## src/rtl/bcd_pkg.sv

```systemverilog
// -----------------------------------------------------------------------------
// bcd_pkg
// Shared definitions for the sequential binary-to-BCD converter:
//   BCD_DIGIT_W : width of one packed BCD digit
//   state_t     : converter FSM encodings (S_IDLE / S_SHIFT / S_DONE)
//   pow10(n)    : constant function, 10**n as a 64-bit unsigned value
// -----------------------------------------------------------------------------
package bcd_pkg;

   localparam int BCD_DIGIT_W = 4;

   typedef enum logic [1:0] {
      S_IDLE  = 2'd0,
      S_SHIFT = 2'd1,
      S_DONE  = 2'd2
   } state_t;

   // Evaluated at elaboration to size the overflow limit for DIGITS digits.
   function automatic logic [63:0] pow10(input int n);
      logic [63:0] r;
      r = 64'd1;
      for (int i = 0; i < n; i++) begin
         r = r * 64'd10;
      end
      return r;
   endfunction

endpackage

```

## src/rtl/bin_to_bcd_seq_if.sv

```systemverilog
// -----------------------------------------------------------------------------
// bin_to_bcd_seq_if
// Request/result bundle of the binary-to-BCD converter.
//   start  : request a conversion (master -> slave)
//   bin    : unsigned binary value, WIDTH bits (master -> slave)
//   busy   : conversion in progress (slave -> master)
//   done   : one-cycle pulse, results updated (slave -> master)
//   bcd    : packed BCD digits, units in the low nibble (slave -> master)
//   ovf    : last value did not fit in DIGITS digits (slave -> master)
//   blank  : per-digit leading-zero mask (slave -> master)
// -----------------------------------------------------------------------------
interface bin_to_bcd_seq_if
   import bcd_pkg::*;
#(
   parameter int WIDTH  = 8,
   parameter int DIGITS = 3
);
   logic                          start;
   logic [WIDTH-1:0]              bin;
   logic                          busy;
   logic                          done;
   logic [BCD_DIGIT_W*DIGITS-1:0] bcd;
   logic                          ovf;
   logic [DIGITS-1:0]             blank;

   modport master (output start, bin, input busy, done, bcd, ovf, blank);
   modport slave  (input start, bin, output busy, done, bcd, ovf, blank);
endinterface

```

## src/rtl/bcd_add3.sv

```systemverilog
// -----------------------------------------------------------------------------
// bcd_add3
// Combinational double-dabble correction for one BCD digit: adds 3 when the
// digit is 5 or more, so that the following left shift carries correctly.
//   din  : BCD digit before correction
//   dout : corrected digit
// -----------------------------------------------------------------------------
module bcd_add3
   import bcd_pkg::*;
(
   input  logic [BCD_DIGIT_W-1:0] din,
   output logic [BCD_DIGIT_W-1:0] dout
);
   assign dout = (din >= 4'd5) ? din + 4'd3 : din;
endmodule

```

## src/rtl/bin_to_bcd_seq.sv

```systemverilog
// -----------------------------------------------------------------------------
// bin_to_bcd_seq
// Sequential shift-add-3 binary-to-BCD converter, one bit per clock.
// Saturates to all nines when the value does not fit in DIGITS digits and
// produces a leading-zero blank mask for the seven-segment scan driver.
//   clk : rising-edge clock
//   rst : synchronous active-high reset
//   bus : bin_to_bcd_seq_if slave (start/bin in; busy/done/bcd/ovf/blank out)
// -----------------------------------------------------------------------------
module bin_to_bcd_seq
   import bcd_pkg::*;
#(
   parameter int WIDTH  = 8,
   parameter int DIGITS = 3
) (
   input  logic             clk,
   input  logic             rst,
   bin_to_bcd_seq_if.slave  bus
);
   localparam int          BCD_W = BCD_DIGIT_W * DIGITS;
   localparam int          SR_W  = BCD_W + WIDTH;
   localparam int          CNT_W = $clog2(WIDTH + 1);
   localparam logic [63:0] LIMIT = pow10(DIGITS);
   localparam logic [BCD_W-1:0]  ALL_NINES = {DIGITS{4'h9}};
   // Every digit above the units marked as leading zero; units never blanked.
   localparam logic [DIGITS-1:0] BLANK_RST = ~DIGITS'(1);

   state_t             state;
   logic [CNT_W-1:0]   cnt;
   logic [SR_W-1:0]    sr;
   logic [SR_W-1:0]    sr_adj;
   logic               ovf_pend;
   logic               busy_q;
   logic               done_q;
   logic [BCD_W-1:0]   bcd_q;
   logic               ovf_q;
   logic [DIGITS-1:0]  blank_q;

   logic [63:0]        bin_ext;
   logic               ovf_cmp;
   logic [BCD_W-1:0]   bcd_final;
   logic [DIGITS-1:0]  blank_final;

   // Scan from the most significant digit down; stop at the first non-zero.
   function automatic logic [DIGITS-1:0] blank_of(input logic [BCD_W-1:0] v);
      logic [DIGITS-1:0] m;
      logic              lead;
      m    = '0;
      lead = 1'b1;
      for (int i = DIGITS - 1; i >= 1; i--) begin
         if (lead && (v[BCD_DIGIT_W*i +: BCD_DIGIT_W] == 4'd0)) begin
            m[i] = 1'b1;
         end else begin
            lead = 1'b0;
         end
      end
      return m;
   endfunction

   // Overflow is decided from the input value; the top-digit carry-out of the
   // shift register is simply dropped.
   assign bin_ext = 64'(bus.bin);
   assign ovf_cmp = (bin_ext >= LIMIT);

   assign sr_adj[WIDTH-1:0] = sr[WIDTH-1:0];
   for (genvar g = 0; g < DIGITS; g++) begin : g_add3
      bcd_add3 u_add3 (
         .din  (sr[WIDTH + BCD_DIGIT_W*g +: BCD_DIGIT_W]),
         .dout (sr_adj[WIDTH + BCD_DIGIT_W*g +: BCD_DIGIT_W])
      );
   end

   assign bcd_final   = ovf_pend ? ALL_NINES : sr[SR_W-1:WIDTH];
   assign blank_final = blank_of(bcd_final);

   always_ff @(posedge clk) begin
      if (rst) begin
         state    <= S_IDLE;
         cnt      <= '0;
         sr       <= '0;
         ovf_pend <= 1'b0;
         busy_q   <= 1'b0;
         done_q   <= 1'b0;
         bcd_q    <= '0;
         ovf_q    <= 1'b0;
         blank_q  <= BLANK_RST;
      end else begin
         done_q <= 1'b0;
         case (state)
            S_IDLE: begin
               if (bus.start) begin
                  sr       <= SR_W'(bus.bin);
                  cnt      <= CNT_W'(WIDTH);
                  ovf_pend <= ovf_cmp;
                  busy_q   <= 1'b1;
                  state    <= S_SHIFT;
               end
            end
            S_SHIFT: begin
               sr  <= sr_adj << 1;
               cnt <= cnt - 1'b1;
               if (cnt == CNT_W'(1)) begin
                  state <= S_DONE;
               end
            end
            S_DONE: begin
               bcd_q   <= bcd_final;
               ovf_q   <= ovf_pend;
               blank_q <= blank_final;
               done_q  <= 1'b1;
               busy_q  <= 1'b0;
               state   <= S_IDLE;
            end
            default: state <= S_IDLE;
         endcase
      end
   end

   assign bus.busy  = busy_q;
   assign bus.done  = done_q;
   assign bus.bcd   = bcd_q;
   assign bus.ovf   = ovf_q;
   assign bus.blank = blank_q;

endmodule

```

## src/flat_wrapper.sv

```systemverilog
// flat-port wrapper written by rule: the top's interface ports become plain ports
module bin_to_bcd_seq_flat import bcd_pkg::*;
#(
   parameter int WIDTH  = 8,
   parameter int DIGITS = 3
)
  (clk, rst, bus_start, bus_bin, bus_busy, bus_done, bus_bcd, bus_ovf, bus_blank);
  bin_to_bcd_seq_if #(.WIDTH(WIDTH), .DIGITS(DIGITS)) bus_i ();
  input  logic clk;
  input  logic rst;
  input wire logic [$bits(bus_i.start)-1:0] bus_start;
  input wire logic [$bits(bus_i.bin)-1:0] bus_bin;
  output wire logic [$bits(bus_i.busy)-1:0] bus_busy;
  output wire logic [$bits(bus_i.done)-1:0] bus_done;
  output wire logic [$bits(bus_i.bcd)-1:0] bus_bcd;
  output wire logic [$bits(bus_i.ovf)-1:0] bus_ovf;
  output wire logic [$bits(bus_i.blank)-1:0] bus_blank;
  assign bus_i.start = bus_start;
  assign bus_i.bin = bus_bin;
  assign bus_busy = bus_i.busy;
  assign bus_done = bus_i.done;
  assign bus_bcd = bus_i.bcd;
  assign bus_ovf = bus_i.ovf;
  assign bus_blank = bus_i.blank;
  bin_to_bcd_seq #(.WIDTH(WIDTH), .DIGITS(DIGITS)) u_core (.clk(clk), .rst(rst), .bus(bus_i));
endmodule
```

## config.mk

```make
export PLATFORM = sky130hd
export DESIGN_NAME = bin_to_bcd_seq_flat
export DESIGN_NICKNAME = d
export VERILOG_FILES = /design/src/rtl/bcd_pkg.sv /design/src/rtl/bin_to_bcd_seq_if.sv /design/src/rtl/bcd_add3.sv /design/src/rtl/bin_to_bcd_seq.sv /design/src/flat_wrapper.sv
export SDC_FILE = /design/constraint.sdc
export NUM_CORES = 1
export LEC_CHECK = 0
export BUFFER_PORTS_ARGS = -buffer_cell sky130_fd_sc_hd__buf_4
export CORE_UTILIZATION = 30
export CTS_CLUSTER_SIZE = 24
export DETAILED_ROUTE_END_ITERATION = 10
export HOLD_SLACK_MARGIN = 0.1
export PLACE_DENSITY = 0.6
export SETUP_SLACK_MARGIN = 0.4
export SYNTH_ARGS = -nofsm -noshare
export SYNTH_HDL_FRONTEND = slang
export SYNTH_SLANG_ARGS = --single-unit
```

## constraint.sdc

```tcl
create_clock -name clk -period 2.1 [get_ports clk]
set_clock_uncertainty 0.2 [all_clocks]
set_input_delay 0.315 -clock clk [delete_from_list [all_inputs] [get_ports clk]]
set_output_delay 0.315 -clock clk [all_outputs]
set_load 0.1 [all_outputs]
```

==> results.md <==
* Fin nets at 268
* DP Area at 2115 um^2
* R2R cell count at 6
* First-pass iteration count of the detailed router at 4
* Setup_tns at 0 ns
* WP data required at 2.14 ns
* Cell chosen for the clock root: clkbuf_8
* Met2 routed wirelength at 1.802 mm
* Setup violators final at 0
* Final hold violations at 0
* Startpoint Class: flip-flop
* Status: complete, no violations
* R2r endpoint: u_core.sr[14]
* Cell count after synthesis at 218
* Max cap viols at 0
* Average size of a mapped cell at 8.540 um^2
* Post-Route M1 WL at 1.867 mm
* Register area share after synthesis at 0.4516
* Dominant cells by area after synthesis: dfxtp_1 45%, nand2_1 9.7%, ha_1 6.0%, a21oi_1 4.6%, nor2_1 4.2%
* HP Class: in2reg
* IR drop worst, VDD at 0.3692 mV
* Clock transition at path regs at 0.08 ns
* Top-count cell post-synth: nand2_1
* Netlist cell types at 37
* Via count at 1527
* Number of synthesized flops with an enable pin at 0
* Top-area cell type share of the netlist area at 0.4516
* Antenna-violating nets left at 0
* Pleak at 0.9106 nW
* Area leader, netlist: dfxtp_1
* Critical Path Sink Type: flip-flop
* First-pass GRT wire length at 6.403 mm
* Reg2Reg Launch Point: u_core.sr[13]
* Die ar. at 6525 um^2
* Die width at 80.78 um
* Initial antenna violation count at 0
* Drt wl/cell at 11.93 um
* Max-slew violations at 0
* Crit Path Max Fanout at 4
* Worst EP arrival at 1.66 ns
* Worst Path Class, Setup: reg2reg
* Clock sink count at 42
* Core area at 5956 um^2
* Power per cell area at 725.5 nW/um^2
* Uppermost layer routed: met4
* Area of the mapped netlist at 1862 um^2
* Min cycle time layout at 1.619 ns
* Row count at 28
* RSZ-0062 raised after global routing: no
* Met3 Routed Length at 139 um
* Final Instance Area at 2277 um^2
* DR DRC count at 0
* Worst skew pair latency at 0.29 ns
* Primary FF master, synth: dfxtp_1
* Port Buffer Count at 26
* Highest Clock Rate at 617.5 MHz
* Vias per cell at 4.713
* Ys async rst share at 0
* R2r setup slk at 0.48 ns
* Final worst-path cycle share at 0.7711
* Initial DRC Count at 73
* GR Overflow Total at 0
* Routed wire length at 3.864 mm
* Crit path from: u_core.sr[13]
* # H-tree levels at 2
* CTS Buf Count at 5
* Layout area overhead at 22.31%
* RePlAce Congestion at 0.7362
* Post-synth top cells: 48 x nand2_1, 42 x dfxtp_1, 21 x nor2_1, 17 x a21oi_1
* CP Capture Point: u_core.sr[14]
* Top Ports at 29
* Vias in the first global route at 1408
* YS warnings at 0
* Register bit total from synthesis at 42
* Pin count of the biggest net entering global routing at 35
* Total GRT Usage at 0.1290
* DPL Wire Length at 2.587 mm
* CTS tree: done
* Ant. Diodes at 0
* Maximum root-to-sink buffer count at 2
* Layout cells sized above 1 at 0.2048
* Initial core utilization at 0.3126
* Die height at 80.78 um
[power breakdown]
group / leakage, nW / internal, mW / switching, mW
clock network: 0.0524 / 0.356 / 0.269
registers: 0.342 / 0.823 / 0.0214
logic: 0.516 / 0.0670 / 0.115
[per-layer routing]
layer  GRT usage  up-vias
met5           0        -
met4     0.04821        0
met3     0.03483        6
met2      0.2263       21
met1      0.1494      703
li1            -      797
[registers in the layout (all words and copies together), names as in the netlist]
name and flops:
u_core.bus.bcd 12, u_core.bus.blank 2, u_core.bus.busy 1, u_core.bus.done 1, u_core.cnt 4, u_core.sr 20, u_core.state 2
[area by class of cell]
| class | instances | area, um^2 |
|---|---|---|
| multi-input cells | 154 | 925.9 |
| flip-flops and latches | 42 | 843.3 |
| well taps | 75 | 93.84 |
| clock inverters | 1 | 30.03 |
| clock buffers | 7 | 76.32 |
| fillers | 616 | 3679 |
| repair buffers | 35 | 270.3 |
| inverters | 10 | 37.54 |
[cells in the final DEF, fill, tap and decap left out, types with 2 or more instances in the layout]
cell type,n
xor2_1,2
a22oi_1,2
nor3_1,2
o21ai_0,8
nor4_1,2
a311oi_1,6
dlygate4sd3_1,3
a21oi_2,3
clkbuf_8,5
conb_1,2
mux2i_1,3
inv_1,9
a21oi_1,14
buf_4,32
nand2_1,47
xnor2_1,3
clkbuf_1,2
dfxtp_1,40
nor2_1,21
a311oi_2,2
a32oi_1,2
o31ai_1,4
nand2b_1,4
a22o_1,4
ha_1,9
dfxtp_2,2
[how the worst min path moves through the flow]
stage / from / cells past startpoint / slack [ns] / end
after floorplan: u_core.sr[17] / 2 / 0.24 / u_core.sr[17]
after global placement: u_core.bus.bcd[7] / 2 / 0.24 / u_core.bus.bcd[7]
after detailed placement: u_core.bus.bcd[11] / 2 / 0.25 / u_core.bus.bcd[11]
after CTS: bus_bin[3] / 3 / 0.11 / u_core.sr[3]
after global routing: bus_bin[4] / 3 / 0.13 / u_core.sr[4]
final: bus_bin[3] / 3 / 0.12 / u_core.sr[3]
[critical path, stage by stage (launching register included)]
cell and delay (ns):
dfxtp_1 0.38, inv_1 0.10, ha_1 0.19, nand2b_1 0.15, a21oi_2 0.21, mux2i_1 0.21
a22o_1 0.13
[kinds of logic (layout without fill, tap and decap cells)]
| group | Yosys count | count (layout) | synth area share |
|---|---|---|---|
| AO/OA/AOI/OAI | 51 | 51 | 0.1909 |
| flip-flops | 42 | 42 | 0.4516 |
| other | 1 | 2 | 0.002014 |
| XOR/XNOR | 5 | 5 | 0.02353 |
| buffers and inverters | 23 | 53 | 0.06183 |
| adder cells (fa/ha/maj) | 9 | 9 | 0.06048 |
| AND/OR/NAND/NOR | 83 | 83 | 0.1875 |
| multiplexers | 4 | 4 | 0.02218 |
[repair_timing]
item	CTS	global route
hold buffers	3	0
cloned	0	0
gates resized for setup	2	6
setup endpoints to repair	2	19
buffers inserted	0	1
endpoints found under the hold margin	3	0
pin swaps	0	2
[stage by stage]
step	setup WS (ns)	total power, mW	std cells	util	hold slack [ns]
3_5_place_dp	0.4034	1.039	312	0.3550	0.2485
3_3_place_gp	0.4277	1.038	312	0.3550	0.2443
6_report	0.4807	1.652	324	0.3824	0.1177
4_1_cts	0.4070	1.671	323	0.3790	0.1108
2_1_floorplan	0.5318	0.9980	219	-	0.2449
5_1_grt	0.4069	1.732	324	0.3824	0.1333
Note: power is estimated with default switching activity, not from simulation.
